--- src/rtl/taylor_pkg.sv ---
// Shared constants and controller state encoding for the Taylor cosine sweep controller.
// Angles and results are signed fixed point with FRAC fractional bits.
package taylor_pkg;

    localparam int unsigned W           = 25;
    localparam int unsigned FRAC        = 23;
    localparam int          FXP_ONE     = 8388608;
    localparam int unsigned TIMEOUT_CYC = 64;

    typedef enum logic [2:0] {
        StIdle,
        StIssue,
        StWait,
        StStore,
        StFinish
    } state_e;

endpackage

--- src/rtl/taylor_result_fifo.sv ---
// Result buffer for the sweep controller: FIFO-ordered, DEPTH a power of two.
// A pop on an empty buffer is ignored; push and pop together keep occupancy.
module taylor_result_fifo #(
    parameter int unsigned W     = 25,
    parameter int unsigned DEPTH = 8
) (
    input  logic                     clock,
    input  logic                     reset,
    input  logic                     push_i,
    input  logic [W-1:0]             push_data_i,
    input  logic                     pop_i,
    output logic [W-1:0]             head_o,
    output logic                     full_o,
    output logic                     empty_o,
    output logic [$clog2(DEPTH):0]   count_o
);

    localparam int unsigned AW = $clog2(DEPTH);

    logic [W-1:0]  mem_q [DEPTH];
    logic [AW-1:0] wr_ptr_q, wr_ptr_d;
    logic [AW-1:0] rd_ptr_q, rd_ptr_d;
    logic [AW:0]   count_q, count_d;
    logic          push_eff, pop_eff;

    assign empty_o  = (count_q == '0);
    assign full_o   = (count_q == (AW + 1)'(DEPTH));
    assign count_o  = count_q;
    assign head_o   = empty_o ? '0 : mem_q[rd_ptr_q];
    assign pop_eff  = pop_i && !empty_o;
    // When full, a simultaneous pop frees the slot being written.
    assign push_eff = push_i && (!full_o || pop_eff);

    always_comb begin
        wr_ptr_d = wr_ptr_q;
        rd_ptr_d = rd_ptr_q;
        count_d  = count_q;
        if (push_eff) begin
            wr_ptr_d = wr_ptr_q + 1'b1;
        end
        if (pop_eff) begin
            rd_ptr_d = rd_ptr_q + 1'b1;
        end
        if (push_eff && !pop_eff) begin
            count_d = count_q + 1'b1;
        end else if (!push_eff && pop_eff) begin
            count_d = count_q - 1'b1;
        end
    end

    always_ff @(posedge clock) begin
        if (reset) begin
            wr_ptr_q <= '0;
            rd_ptr_q <= '0;
            count_q  <= '0;
        end else begin
            wr_ptr_q <= wr_ptr_d;
            rd_ptr_q <= rd_ptr_d;
            count_q  <= count_d;
        end
    end

    always_ff @(posedge clock) begin
        if (push_eff) begin
            mem_q[wr_ptr_q] <= push_data_i;
        end
    end

endmodule

--- src/rtl/taylor_sweep_ctrl.sv ---
// Sweeps a cosine engine over an arithmetic angle sequence and buffers the results.
// Optional WAIT watchdog enabled by defining TAYLOR_SWEEP_TIMEOUT_EN.
module taylor_sweep_ctrl
    import taylor_pkg::*;
#(
    parameter int unsigned W         = taylor_pkg::W,
    parameter int unsigned DEPTH     = 8,
    parameter int unsigned ISSUE_CYC = 3
) (
    input  logic         clock,
    input  logic         reset,
    input  logic         sweep_go_i,
    input  logic [W-1:0] angle_first_i,
    input  logic [W-1:0] angle_step_i,
    input  logic [7:0]   sweep_len_i,
    output logic         eng_start_o,
    output logic [W-1:0] eng_angle_o,
    input  logic         eng_ready_i,
    input  logic [W-1:0] eng_cos_i,
    output logic         res_valid_o,
    output logic [W-1:0] res_data_o,
    input  logic         res_ready_i,
    output logic         busy_o,
    output logic         done_o,
    output logic         error_o
);

    localparam int unsigned CW  = $clog2(DEPTH) + 1;
    localparam int unsigned ICW = (ISSUE_CYC > 1) ? $clog2(ISSUE_CYC) : 1;

    state_e         state_q, state_d;
    logic [W-1:0]   angle_q, angle_d;
    logic [W-1:0]   step_q, step_d;
    logic [7:0]     remaining_q, remaining_d;
    logic [7:0]     remaining_after;
    logic           pending_q, pending_d;
    logic [ICW-1:0] issue_cnt_q, issue_cnt_d;
    logic           seen_low_q, seen_low_d;
    logic [W-1:0]   cap_q, cap_d;
    logic           pushed_q, pushed_d;

    logic           fifo_full, fifo_empty, pop_eff, store_push, free_slot;
    logic [CW-1:0]  fifo_count;

`ifdef TAYLOR_SWEEP_TIMEOUT_EN
    logic [5:0]     wait_cnt_q, wait_cnt_d;
    logic           error_q, error_d;
`endif

    assign pop_eff         = res_ready_i && !fifo_empty;
    assign store_push      = (state_q == StStore) && !pushed_q;
    assign remaining_after = pushed_q ? remaining_q : remaining_q - 8'd1;
    // Free slot accounts for the result being pushed this cycle and any pop alongside it.
    assign free_slot = store_push ? ((fifo_count < CW'(DEPTH - 1)) || pop_eff)
                                  : (!fifo_full || pop_eff);

    always_comb begin
        state_d     = state_q;
        angle_d     = angle_q;
        step_d      = step_q;
        remaining_d = remaining_q;
        pending_d   = pending_q;
        issue_cnt_d = issue_cnt_q;
        seen_low_d  = seen_low_q;
        cap_d       = cap_q;
        pushed_d    = pushed_q;
`ifdef TAYLOR_SWEEP_TIMEOUT_EN
        error_d     = error_q;
        wait_cnt_d  = (state_q == StWait) ? wait_cnt_q + 6'd1 : '0;
`endif
        unique case (state_q)
            StIdle: begin
                if (pending_q) begin
                    if (free_slot) begin
                        pending_d   = 1'b0;
                        issue_cnt_d = '0;
                        state_d     = StIssue;
                    end
                end else if (sweep_go_i) begin
                    angle_d     = angle_first_i;
                    step_d      = angle_step_i;
                    remaining_d = sweep_len_i;
                    if (sweep_len_i == 8'd0) begin
                        state_d = StFinish;
                    end else if (free_slot) begin
                        issue_cnt_d = '0;
                        state_d     = StIssue;
                    end else begin
                        pending_d = 1'b1;
                    end
                end
            end
            StIssue: begin
                if (issue_cnt_q == ICW'(ISSUE_CYC - 1)) begin
                    seen_low_d = 1'b0;
                    state_d    = StWait;
                end else begin
                    issue_cnt_d = issue_cnt_q + 1'b1;
                end
            end
            StWait: begin
                // A ready left high by the previous request is ignored until it drops.
                if (seen_low_q && eng_ready_i) begin
                    cap_d    = eng_cos_i;
                    pushed_d = 1'b0;
                    state_d  = StStore;
                end else begin
                    if (!eng_ready_i) begin
                        seen_low_d = 1'b1;
                    end
`ifdef TAYLOR_SWEEP_TIMEOUT_EN
                    if (wait_cnt_q == 6'(TIMEOUT_CYC - 1)) begin
                        error_d = 1'b1;
                        state_d = StFinish;
                    end
`endif
                end
            end
            StStore: begin
                if (!pushed_q) begin
                    pushed_d    = 1'b1;
                    angle_d     = angle_q + step_q;
                    remaining_d = remaining_q - 8'd1;
                end
                if (remaining_after == 8'd0) begin
                    state_d = StFinish;
                end else if (free_slot) begin
                    issue_cnt_d = '0;
                    state_d     = StIssue;
                end
            end
            StFinish: begin
                state_d = StIdle;
            end
            default: begin
                state_d = StIdle;
            end
        endcase
    end

    always_ff @(posedge clock) begin
        if (reset) begin
            state_q     <= StIdle;
            angle_q     <= '0;
            step_q      <= '0;
            remaining_q <= '0;
            pending_q   <= 1'b0;
            issue_cnt_q <= '0;
            seen_low_q  <= 1'b0;
            cap_q       <= '0;
            pushed_q    <= 1'b0;
`ifdef TAYLOR_SWEEP_TIMEOUT_EN
            wait_cnt_q  <= '0;
            error_q     <= 1'b0;
`endif
        end else begin
            state_q     <= state_d;
            angle_q     <= angle_d;
            step_q      <= step_d;
            remaining_q <= remaining_d;
            pending_q   <= pending_d;
            issue_cnt_q <= issue_cnt_d;
            seen_low_q  <= seen_low_d;
            cap_q       <= cap_d;
            pushed_q    <= pushed_d;
`ifdef TAYLOR_SWEEP_TIMEOUT_EN
            wait_cnt_q  <= wait_cnt_d;
            error_q     <= error_d;
`endif
        end
    end

    taylor_result_fifo #(
        .W     (W),
        .DEPTH (DEPTH)
    ) u_result_fifo (
        .clock       (clock),
        .reset       (reset),
        .push_i      (store_push),
        .push_data_i (cap_q),
        .pop_i       (res_ready_i),
        .head_o      (res_data_o),
        .full_o      (fifo_full),
        .empty_o     (fifo_empty),
        .count_o     (fifo_count)
    );

    assign eng_start_o = (state_q == StIssue);
    assign eng_angle_o = angle_q;
    assign res_valid_o = !fifo_empty;
    assign done_o      = (state_q == StFinish);
    assign busy_o      = pending_q || (state_q == StIssue) || (state_q == StWait)
                         || (state_q == StStore);
`ifdef TAYLOR_SWEEP_TIMEOUT_EN
    assign error_o     = error_q;
`else
    assign error_o     = 1'b0;
`endif

endmodule

--- config.mk ---
export PLATFORM = sky130hd
export DESIGN_NAME = taylor_sweep_ctrl
export DESIGN_NICKNAME = d
export VERILOG_FILES = /design/src/rtl/taylor_pkg.sv /design/src/rtl/taylor_result_fifo.sv /design/src/rtl/taylor_sweep_ctrl.sv
export SDC_FILE = /design/constraint.sdc
export NUM_CORES = 1
export LEC_CHECK = 0
export BUFFER_PORTS_ARGS = -buffer_cell sky130_fd_sc_hd__buf_2
export CAP_MARGIN = 5
export CORE_ASPECT_RATIO = 1.1
export CORE_MARGIN = 4
export CORE_UTILIZATION = 54
export CTS_BUF_LIST = sky130_fd_sc_hd__clkbuf_2
export CTS_CLUSTER_SIZE = 30
export DETAILED_ROUTE_END_ITERATION = 16
export PLACE_DENSITY = 0.74
export SYNTH_ARGS = -nofsm -noshare
export SYNTH_HDL_FRONTEND = slang
export SYNTH_SLANG_ARGS = --single-unit
export TNS_END_PERCENT = 100
--- constraint.sdc ---
create_clock -name clock -period 7.5 [get_ports clock]
set_clock_uncertainty 0.15 [all_clocks]
set_input_delay 1.5 -clock clock [delete_from_list [all_inputs] [get_ports clock]]
set_output_delay 1.5 -clock clock [all_outputs]
set_load 0.05 [all_outputs]
# Word level (Yosys, flattened, before mapping)
# Memory sizes are Yosys's and may differ from the RTL's. A register that Yosys moved wholly into a read port is not among the register bits.
# Cells that the tools add are included.
[classes]
bitwise_logic = 1
n_reduce_logical = 33
n_mux = 41
order_cmp = 1
n_addsub = 7
n_eq_ne = 17
[op_table]
columns = ["cell", "n"]
rows = [
  ["two-way mux 25 bit", 4],
  ["case mux 25 bit (2 select lines)", 1],
  ["two-way mux 3 bit", 9],
  ["adder 25 bit", 1],
  ["two-way mux 8 bit", 3],
  ["logical NOT 8 bit", 2],
  ["!= test 2 bit, second input constant", 8],
  ["case mux 8 bit (2 select lines)", 1],
  ["two-way mux 2 bit", 6],
  ["case mux 3 bit (4 select lines)", 1],
  ["two-way mux 1 bit", 11],
  ["AND reduction 3 bit", 3],
  ["two-way mux 4 bit", 2],
  ["AND reduction 4 bit", 2],
  ["nonzero test 2 bit", 4],
  ["subtractor 8 x 1 -> 8 bit, second input constant", 1],
  ["adder 3 x 1 -> 3 bit, second input constant", 2],
  ["== test 3 x 2 -> 1 bit, second input constant", 2],
  ["logical AND 1 bit", 6],
  ["!= test 3 bit, second input constant", 2],
  ["case mux 2 bit (3 select lines)", 1],
  ["logical NOT 1 bit", 5],
  ["logical OR 1 bit", 5],
  ["AND reduction 5 bit", 1],
  ["15 further kinds", 17],
]
[word_totals]
mem_bits_rw = 200
out_inout_bits = 55
memories = 1
elab_cells = 113
inputBits = 88
reg_bits = 101
[mem_list]
columns = ["memory", "words", "width", "read_ports", "rd_ports_with_merged_regs", "write_ports", "line", "text"]
rows = [
  ["u_result_fifo.mem_q", 8, 25, 1, 1, 1, "taylor_result_fifo.sv:20", "logic [W-1:0] mem_q [DEPTH];"],
]

# Depth between registers and ports, before layout
# Gate-level depths: netlist (run 1).
[logic_depth]
word_depth = 10
ltp_mapped = 13
mapped_depth_nobuf = 11

# By module
# From an unflattened synthesis (run 1), not the netlist that was laid out.
[hier_totals]
cells_unflattened = 1076
hier_area_um2 = 13506.7
[modules_own_cells]
columns = ["mod", "instances", "seq_area_each_um2", "area_per_inst_um2", "cells_per_inst"]
rows = [
  ["taylor_result_fifo", 1, 6266.0, 8241.7, 389],
  ["taylor_sweep_ctrl", 1, 1821.7, 5265.0, 687],
]

# Worst setup path after synthesis (run 1)
# Ideal clock, no wire load.
[synth_timing]
path_type = "input -> register"
start = "input res_ready_i"
end = "memory u_result_fifo.mem_q[0][0] (enable)"
setup_ns = 0.438
required_ns = 6.912
path_slack_ns = 3.105
t_arrival_ns = 3.806
path_buffers = 1
path_stages = 5
cell_sequence = "nand3b_1 and2_0 clkbuf_1 nand2b_1 nor3_1"
[synth_via]
elab_chain_len = 5
[synth_rtl]
columns = ["element", "line", "text"]
rows = [
  ["from (decl)", "taylor_sweep_ctrl.sv:22", "input logic res_ready_i,"],
  ["logical AND 1 bit", "taylor_result_fifo.sv:30", "assign pop_eff = pop_i && !empty_o;"],
  ["logical OR 1 bit", "taylor_result_fifo.sv:32", "assign push_eff = push_i && (!full_o || pop_eff);"],
  ["logical AND 1 bit", "taylor_result_fifo.sv:32", ""],
  ["net u_result_fifo.push_eff", "taylor_result_fifo.sv:24", "logic push_eff, pop_eff;"],
  ["two-way mux 1 bit", "taylor_result_fifo.sv:64", "if (push_eff) begin"],
  ["two-way mux 1 bit (implied by the code)", "taylor_result_fifo.sv:65", "mem_q[wr_ptr_q] <= push_data_i;"],
  ["to (decl)", "taylor_result_fifo.sv:20", ""],
]
# The timed path passes the listed nets, and every way through them passes these cells.

==> results of run 1 <==
-- state kept, by name, indices dropped and copies added (netlist names), named ones only --
name / flops
cap_q: 25
pending_q: 1
u_result_fifo.mem_q: 200
u_result_fifo.rd_ptr_q: 3
issue_cnt_q: 2
u_result_fifo.wr_ptr_q: 3
state_q: 3
u_result_fifo.count_o: 4
step_q: 25
eng_angle_o: 25
seen_low_q: 1
remaining_q: 8
pushed_q: 1
-- layout make-up --
class | instances | area (um^2)
Antenna cell | 1 | 2.50
Timing Repair Buffer | 157 | 828
Tap cell | 305 | 382
Multi-Input combinational cell | 674 | 4910
Clock buffer | 121 | 606
Inverter | 15 | 56.3
Fill cell | 1966 | 8940
Clock inverter | 21 | 106
Sequential cell | 304 | 8090
-- cells by family (layout without fill, tap and decap cells) --
kind of cell	count (synthesis)	count (layout)	synth area share [%]
other	1	2	0.0283
xor gates and xnor gates	29	29	1.91
DFF	304	304	61.0
and+or+nand+nor	301	301	10.0
AOI/OAI and AO/OA	219	219	9.96
adders and majority gates	33	33	3.23
buffers and inverters	79	314	2.33
muxes	91	91	11.6
-- cells in the mapped netlist (3+ instances only) --
| cell | number |
|---|---|
| a211oi_1 | 4 |
| o21bai_1 | 4 |
| o221ai_1 | 3 |
| or3_1 | 4 |
| o21ai_0 | 21 |
| mux4_2 | 50 |
| xor2_1 | 15 |
| buf_1 | 7 |
| a21oi_1 | 127 |
| edfxtp_1 | 200 |
| clkbuf_1 | 54 |
| nor2b_1 | 4 |
| dfxtp_1 | 104 |
| xnor2_1 | 14 |
| nor4_1 | 7 |
| ha_1 | 31 |
| nand3_1 | 10 |
| nand4_1 | 5 |
| inv_1 | 15 |
| a221oi_1 | 10 |
| nand3b_1 | 8 |
| mux2i_1 | 41 |
| a311oi_1 | 3 |
| o211ai_1 | 5 |
| nor3_1 | 13 |
| a21o_1 | 6 |
| nand2_1 | 151 |
| nand2b_1 | 8 |
| and3_1 | 3 |
| a211o_1 | 3 |
| nor2_1 | 75 |
| a31oi_1 | 9 |
-- power by group through the flow --
stage          clock network, mW  logic (mW)  registers [mW]
4_1_cts                     1.13       0.857            1.95
2_1_floorplan                  0       0.642            1.99
3_3_place_gp                   0       0.844            1.99
5_1_grt                     1.23       0.937            1.97
6_report                    1.09       0.852            1.95
3_5_place_dp                   0       0.853            1.99
-- per-layer routing --
metal	wire length (um)	global-route usage (%)	vias up
met5	0	0	-
met4	450	7.30	0
met3	2130	5.03	36
met2	14800	37.6	322
met1	12100	28.4	4422
li1	-	-	4362
-- worst max-delay path, stage by stage (launching register included) --
cell and delay (ps):
dfxtp_4 1020, mux4_2 590, mux2i_1 240, nor2_1 60, buf_2 220
-- through the flow --
| step | hold slack (ps) | setup slack, ps |
|---|---|---|
| finish | 311 | 2900 |
| global route | 333 | 2560 |
| CTS | 315 | 2740 |
| detailed placement | 302 | 3500 |
| global placement | 299 | 3600 |
| floorplan | 290 | 3110 |
-- worst max path at each step --
stage                start                   endpoint  slack [ps]  cells past startpoint
6_report              flop              res_data_o[9]        2900                      4
3_5_place_dp    state_q[0]   u_result_fifo.count_o[3]        3500                     12
3_3_place_gp    state_q[0]   u_result_fifo.count_o[3]        3600                     12
5_1_grt               flop              res_data_o[9]        2560                      4
4_1_cts               flop              res_data_o[1]        2740                      4
2_1_floorplan  res_ready_i  u_result_fifo.mem_q[0][0]        3110                      5
==> results.py, run 1 <==
metrics = {
    "clock_network": {
        "cts_resized": 0,
        "htreeDepth": 3,
        "clockBufferDepth": 3,
        "path_clk_slew_ps": 90,
        "hold_buffers": 0,
        "clk_latency_ps": 820,
        "cts_buffers": 76,
        "cts_setup_buffers": 0,
        "tritoncts": "yes",
        "root_buffer": "clkbuf_2",
        "clock_sinks": 304,
    },
    "floorplanning": {
        "ios": 143,
        "die_h_um": 172,
        "initial_core_util_pct": 55.5,
        "dieWidth_um": 157,
        "std_cell_rows": 59,
        "die_area_um2": 27100,
        "core_um2": 23900,
    },
    "worst_hold_path": {
        "hold_class": "flop to flop",
        "hold_depth": 2,
        "min_from": "step_q[2]",
        "hold_end": "step_q[2]",
    },
    "global_route": {
        "grt_pass1_wl_um": 46900,
        "track_usage_pct": 22.2,
        "grt_overflow": 0,
        "grt_pass1_vias": 9170,
        "grt_antenna_before_repair": 1,
        "grt_max_degree": 95,
    },
    "logic_synthesis": {
        "synth_edf_count": 200,
        "synth_top_area_share_pct": 45.3,
        "syn_area_um2": 13300,
        "async_flop_share_pct": 0,
        "ys_types": 64,
        "synthesis.area_per_instance_um2": 12.6,
        "yosysTopAreaCell": "edfxtp_1",
        "synthTopCellsByArea": "edfxtp_1, dfxtp_1, mux4_2",
        "synthCells": 1057,
        "syn_nets": 1178,
        "ys_seq_area_share_pct": 61.0,
        "ys_warn_count": 0,
        "synth-seq-cells": 304,
        "synth-main-ff-cell": "edfxtp_1",
    },
    "route": {
        "via_count": 9142,
        "dr.pass1.iters": 7,
        "drc": 0,
        "postRouteAntennaNets": 0,
        "drtIter0Drc": 648,
        "finalWirelength_um": 29500,
        "avgViaCountPerCell": 5.72,
        "wire_per_inst_um": 18.5,
    },
    "placed_design": {
        "routabilityCongestion": 0.843,
        "port_buffers": 141,
        "placed_area_um2": 14300,
        "dpl.cell_count": 1455,
        "dp_hpwl_um": 18000,
    },
    "power_and_ir_drop": {
        "power_frac_seq_pct": 50.1,
        "max-vdd-ir-drop_mv": 0.216,
        "p_leak_nw": 5.73,
        "swShare_pct": 33.6,
        "p_switching_mw": 1.31,
        "internal-power_mw": 2.58,
        "clkPwrFrac_pct": 28.1,
        "powerDensity_nw_per_um2": 260,
        "total_power_mw": 3.89,
        "comb_power_share_pct": 21.9,
    },
    "cells_and_area": {
        "fin_util_pct": 62.6,
        "nNetsFinal": 1349,
        "layout_common_cells": "edfxtp_1, nand2_1, buf_2",
        "final_common_cell": "edfxtp_1",
        "layout-drive-gt1-share_pct": 27.6,
        "final_area_um2": 15000,
        "syn2layout_area_growth_pct": 12.9,
        "stdcell_count": 1598,
    },
    "status": {
        "status": "finished clean",
    },
    "setup_path": {
        "r2r_end": "u_result_fifo.count_o[3]",
        "worstSetupPathType": "flop to output pin",
        "reg2reg_depth": 12,
        "worstPathRequired_ps": 5850,
        "path_max_fanout": 50,
        "r2r_start": "state_q[0]",
        "end_kind": "output pin",
        "worstPathArrival_ps": 2950,
        "r2r_slack_ps": 3490,
        "worst_setup_path_start_kind": "flop",
    },
    "timing": {
        "worst_pin_slew_ps": 1160,
        "period_needed_ps": 4600,
        "slew_headroom_pct": 22.7,
        "setup_viol": 0,
        "finalCritPeriodShare_pct": 61.3,
        "slew_viol_final": 0,
        "hold_viol_final": 0,
        "grt_setup_unrepaired": "false",
        "setup_tns_ps": 0,
        "max_freq_ghz": 0.217,
    },
    "job": {
        "drv_cap": 0,
    },
}
(Power assumes the default switching activity.)
==> inputs of run 2 (changes only) <==
==> constraint.sdc (replaced) <==
create_clock -name clock -period 4.5 [get_ports clock]
set_clock_uncertainty 0.15 [all_clocks]
set_input_delay 0.9 -clock clock [delete_from_list [all_inputs] [get_ports clock]]
set_output_delay 0.9 -clock clock [all_outputs]
set_load 0.05 [all_outputs]
==> run 2 against run 1 <==
Compared with the run above:
- first-iteration DRC count shrank 16%
- cell area grew 0.28%
- critical path depth grew 1
- highest routed layer is now met5
- worst setup slack lost 2300 ps
- critical endpoint is now res_data_o[0]
- critical path type unchanged
==> results.py, run 2 (synthesis results as in run 1) <==
metrics = {
    "timing": {
        "period_needed_ps": 3880,
        "worst_pin_slew_ps": 858,
        "fin_ws_ps": 617,
        "setup_viol": 0,
        "max_freq_ghz": 0.258,
        "slew_headroom_pct": 42.8,
        "grt_setup_unrepaired": "false",
        "hold_viol_final": 0,
        "finalCritPeriodShare_pct": 86.3,
        "slew_viol_final": 0,
        "setup_tns_ps": 0,
    },
    "clock_network": {
        "tritoncts": "yes",
        "root_buffer": "clkbuf_2",
        "cts_setup_buffers": 0,
        "htreeDepth": 3,
        "cts_resized": 0,
        "clock_sinks": 304,
        "clk_latency_ps": 820,
        "path_clk_slew_ps": 90,
        "cts_buffers": 76,
        "hold_buffers": 0,
        "clockBufferDepth": 3,
    },
    "cells_and_area": {
        "final_common_cell": "edfxtp_1",
        "fin_util_pct": 62.8,
        "syn2layout_area_growth_pct": 13.2,
        "nNetsFinal": 1357,
        "layout-drive-gt1-share_pct": 27.6,
        "regMostFlops": "u_result_fifo.mem_q",
        "largest_reg_flops": 200,
        "regArea_um2": 8090,
        "layout_common_cells": "edfxtp_1, nand2_1, buf_2",
        "multiInputGateArea_um2": 4910,
        "nFillCells": 1883,
    },
    "global_route": {
        "grt_max_degree": 58,
        "grt_antenna_before_repair": 2,
        "grt_pass1_vias": 9386,
        "grt_pass1_wl_um": 47200,
        "grt_overflow": 0,
        "track_usage_pct": 22.3,
    },
    "route": {
        "dr.pass1.iters": 7,
        "finalWirelength_um": 29800,
        "avgViaCountPerCell": 5.72,
        "drtIter0Drc": 547,
        "via_count": 9146,
        "postRouteAntennaNets": 0,
        "wire_per_inst_um": 18.6,
        "drc": 0,
    },
    "floorplanning": {
        "std_cell_rows": 59,
        "die_area_um2": 27100,
        "dieWidth_um": 157,
        "ios": 143,
        "initial_core_util_pct": 55.5,
        "core_um2": 23900,
        "die_h_um": 172,
    },
    "setup_path": {
        "worst_setup_path_start_kind": "flop",
        "worstSetupPathType": "flop to output pin",
        "r2r_slack_ps": 1490,
        "worstPathRequired_ps": 3450,
        "r2r_start": "state_q[0]",
        "end_kind": "output pin",
        "r2r_end": "u_result_fifo.count_o[3]",
        "worstPathArrival_ps": 2830,
        "path_max_fanout": 28,
        "reg2reg_depth": 11,
    },
    "power_and_ir_drop": {
        "max-vdd-ir-drop_mv": 0.267,
        "powerDensity_nw_per_um2": 430,
        "total_power_mw": 6.46,
        "p_leak_nw": 5.73,
    },
    "worst_hold_path": {
        "min_from": "eng_cos_i[18]",
        "hold_end": "cap_q[18]",
        "hold_depth": 3,
        "hold_class": "input pin to flop",
    },
    "placed_design": {
        "port_buffers": 141,
        "routabilityCongestion": 0.861,
        "dp_hpwl_um": 18700,
        "place_ws_ps": 1320,
    },
    "status": {
        "status": "finished clean",
    },
    "job": {
        "drv_cap": 0,
    },
}
run 2: cell count changes in the layout (fill, tap and decap cells not counted):
cell        before  now
inv_2            1    0
clkinv_2         3    4
clkinvlp_4       1    4
clkinv_1        12   14
buf_4           17   24
clkinv_4         2    0
buf_12           0    1
clkbuf_2       121  112
run 2: how the worst max path moves through the flow:
stage / endpoint / slack [ps]
2_1_floorplan: u_result_fifo.mem_q[0][0] / 540
3_3_place_gp: u_result_fifo.count_o[3] / 1360
3_5_place_dp: u_result_fifo.count_o[3] / 1320
4_1_cts: res_data_o[7] / 500
5_1_grt: res_data_o[0] / 350
6_report: res_data_o[0] / 620
run 2: critical path: stages (launching register included):
cell     delay [ps]
dfxtp_4         750
buf_12          300
mux4_2          520
mux2i_1         170
nor2_1           70
buf_2           230
run 2: per-stage QoR:
step	hold slack (ps)	instance area, um^2	cells
6_report	145	15000	1600
5_1_grt	74.8	15000	1600
2_1_floorplan	290	13300	1057
3_5_place_dp	304	14300	1463
3_3_place_gp	297	14300	1463
4_1_cts	35.0	15000	1599
run 2: report_power, final:
group / leakage, nW / switching, mW / internal [mW] / total, mW
combinational: 2.40 / 0.919 / 0.544 / 1.46
sequential: 2.81 / 0.180 / 3.05 / 3.23
clock: 0.512 / 1.10 / 0.677 / 1.77
total: 5.73 / 2.19 / 4.27 / 6.46
run 2: final cells by class:
class,instances,area share [%]
sequential,304,53.9
clock buffer,112,3.73
timing repair buffer,165,6.00
tap,305,2.54
clock inverter,24,0.800
inverter,15,0.375
antenna,1,0.0167
multi-input combinational,674,32.7
run 2: routing by layer:
layer	global-route usage (%)	routed length (um)
met1	27.5	12100
met2	38.4	14900
met4	7.97	562
met3	5.43	2170
met5	0	13
==> inputs of run 3 (changes only) <==
--- a/config.mk
+++ b/config.mk
@@ -11,8 +11,10 @@
 export CORE_MARGIN = 4
 export CORE_UTILIZATION = 54
 export CTS_BUF_LIST = sky130_fd_sc_hd__clkbuf_2
+export CTS_CLUSTER_DIAMETER = 50
 export CTS_CLUSTER_SIZE = 30
 export DETAILED_ROUTE_END_ITERATION = 16
+export MAX_ROUTING_LAYER = met4
 export PLACE_DENSITY = 0.74
 export SYNTH_ARGS = -nofsm -noshare
 export SYNTH_HDL_FRONTEND = slang
==> run 3 against run 2 <==
Compared with the run above:
- die area is the same
- global-route usage is 0.36 points higher
- count of clock-buffer cells in the layout down 77
- cell count shrank 2.8%
- combinational power about the same
- clock power decreased by 14%
- sequential power about the same
- maximum frequency is 4.3% lower
- worst setup slack worse by 180 ps
==> results.py, run 3 (synthesis results as in run 1) <==
metrics = {
    "status": {
        "status": "finished clean",
    },
    "worst_hold_path": {
        "hold_depth": 3,
        "min_from": "eng_cos_i[22]",
        "hold_end": "cap_q[22]",
        "hold_class": "input pin to flop",
    },
    "setup_path": {
        "r2r_slack_ps": 1460,
        "reg2reg_depth": 12,
        "crit_chain": "buf_12 > mux4_2 > mux2i_1 > nor2_1 > buf_2",
        "worstSetupPathType": "flop to output pin",
        "r2r_start": "u_result_fifo.count_o[0]",
        "slowest_stage": "dfxtp_4",
        "r2r_end": "u_result_fifo.count_o[3]",
        "worstPathRequired_ps": 3450,
        "cpPeakStageDelay_ps": 800,
        "cp_num_buf_inv": 2,
        "end_kind": "output pin",
        "worstPathArrival_ps": 3010,
        "cp_top_family": "flip-flops",
        "path_max_fanout": 28,
        "worst_setup_path_start_kind": "flop",
    },
    "timing": {
        "max_freq_ghz": 0.246,
        "slew_headroom_pct": 46.3,
        "setup_viol": 0,
        "fin_ws_ps": 442,
        "finalCritPeriodShare_pct": 90.2,
        "slew_viol_final": 0,
        "setup_tns_ps": 0,
        "hold_viol_final": 0,
        "grt_setup_unrepaired": "false",
        "worst_pin_slew_ps": 805,
        "period_needed_ps": 4060,
    },
    "power_and_ir_drop": {
        "p_leak_nw": 5.65,
        "max-vdd-ir-drop_mv": 0.312,
        "powerDensity_nw_per_um2": 412,
    },
    "clock_network": {
        "tritoncts": "yes",
        "clk_latency_ps": 920,
        "clockBufferDepth": 3,
        "cts_buffers": 30,
        "clock_sinks": 304,
        "cts_setup_buffers": 0,
        "path_clk_slew_ps": 280,
        "htreeDepth": 1,
        "root_buffer": "clkbuf_2",
    },
    "floorplanning": {
        "std_cell_rows": 59,
        "core_um2": 23900,
        "die_area_um2": 27100,
        "die_h_um": 172,
        "initial_core_util_pct": 55.5,
        "dieWidth_um": 157,
        "ios": 143,
    },
    "global_route": {
        "grt_antenna_before_repair": 2,
        "track_usage_pct": 22.6,
        "grt_max_degree": 58,
        "grt_pass1_vias": 9123,
        "grt_pass1_wl_um": 47100,
        "grt_overflow": 0,
    },
    "cells_and_area": {
        "layout-drive-gt1-share_pct": 23.2,
        "nNetsFinal": 1346,
        "final_area_um2": 15200,
        "final_common_cell": "edfxtp_1",
        "layout_common_cells": "edfxtp_1, nand2_1, buf_2",
        "regMostFlops": "u_result_fifo.mem_q",
        "largest_reg_flops": 200,
        "syn2layout_area_growth_pct": 14.2,
        "stdcell_count": 1556,
    },
    "route": {
        "drc": 0,
        "avgViaCountPerCell": 5.81,
        "finalWirelength_um": 29900,
        "postRouteAntennaNets": 0,
        "drtIter0Drc": 645,
        "wire_per_inst_um": 19.2,
        "dr.pass1.iters": 5,
        "via_count": 9036,
    },
    "placed_design": {
        "placed_area_um2": 14300,
        "place_ws_ps": 1320,
        "port_buffers": 141,
        "dpl.cell_count": 1463,
        "routabilityCongestion": 0.876,
        "dp_hpwl_um": 18700,
    },
    "job": {
        "drv_cap": 0,
    },
}
==> run 3: worst reg2reg max path, stage by stage, from the launching register on <==
cell	delay [ps]
dfxtp_1	450
nor4_2	280
buf_4	390
inv_1	170
nand2_1	160
ha_1	210
inv_1	100
ha_1	280
a21o_1	180
a21oi_1	170
xnor2_1	90
or3_1	300
a21oi_1	140
==> run 3: how the worst max path moves through the flow <==
stage,to,slack [ps],cells past startpoint
detailed placement,u_result_fifo.count_o[3],1320,11
CTS,res_data_o[0],290,5
floorplan,u_result_fifo.mem_q[0][0],540,7
global route,res_data_o[0],170,5
global placement,u_result_fifo.count_o[3],1360,11
finish,res_data_o[22],440,5
==> run 3: cell type report <==
cell class | instances | area (um^2)
fillers | 1826 | 8760
flip-flops and latches | 304 | 8090
multi-input cells | 674 | 4910
repair buffers | 200 | 1250
well taps | 305 | 382
clock inverters | 21 | 285
clock buffers | 35 | 175
inverters | 15 | 56.3
diodes | 2 | 5.00
==> run 3: per-layer routing <==
metal  vias up  track usage, %  routed length [um]
li1       4296               -                   -
met1      4379            28.4               12500
met2       316            38.8               14800
met5         -               -                   0
met3        45            3.73                1910
met4         0            5.54                 660
==> run 3: report_power, final <==
group          switching, mW  internal, mW  leakage [nW]
clock network           1.08         0.449         0.285
logic                  0.923         0.564          2.55
registers              0.180          3.05          2.81
==> run 3: stage by stage <==
step / total power, mW / util [%] / hold WS (ps)
6_report: 6.25 / 63.4 / 84.6
5_1_grt: 6.59 / 63.4 / 1.68
3_3_place_gp: 4.73 / 59.9 / 297
2_1_floorplan: 4.38 / - / 290
4_1_cts: 6.29 / 63.2 / 3.25
3_5_place_dp: 4.76 / 59.9 / 304
==> run 3: timing repair <==
item | 4_1_cts | 5_1_grt
hold endpoints to repair | 32 | 3
resized for setup | 0 | 0
hold buffers | 32 | 3
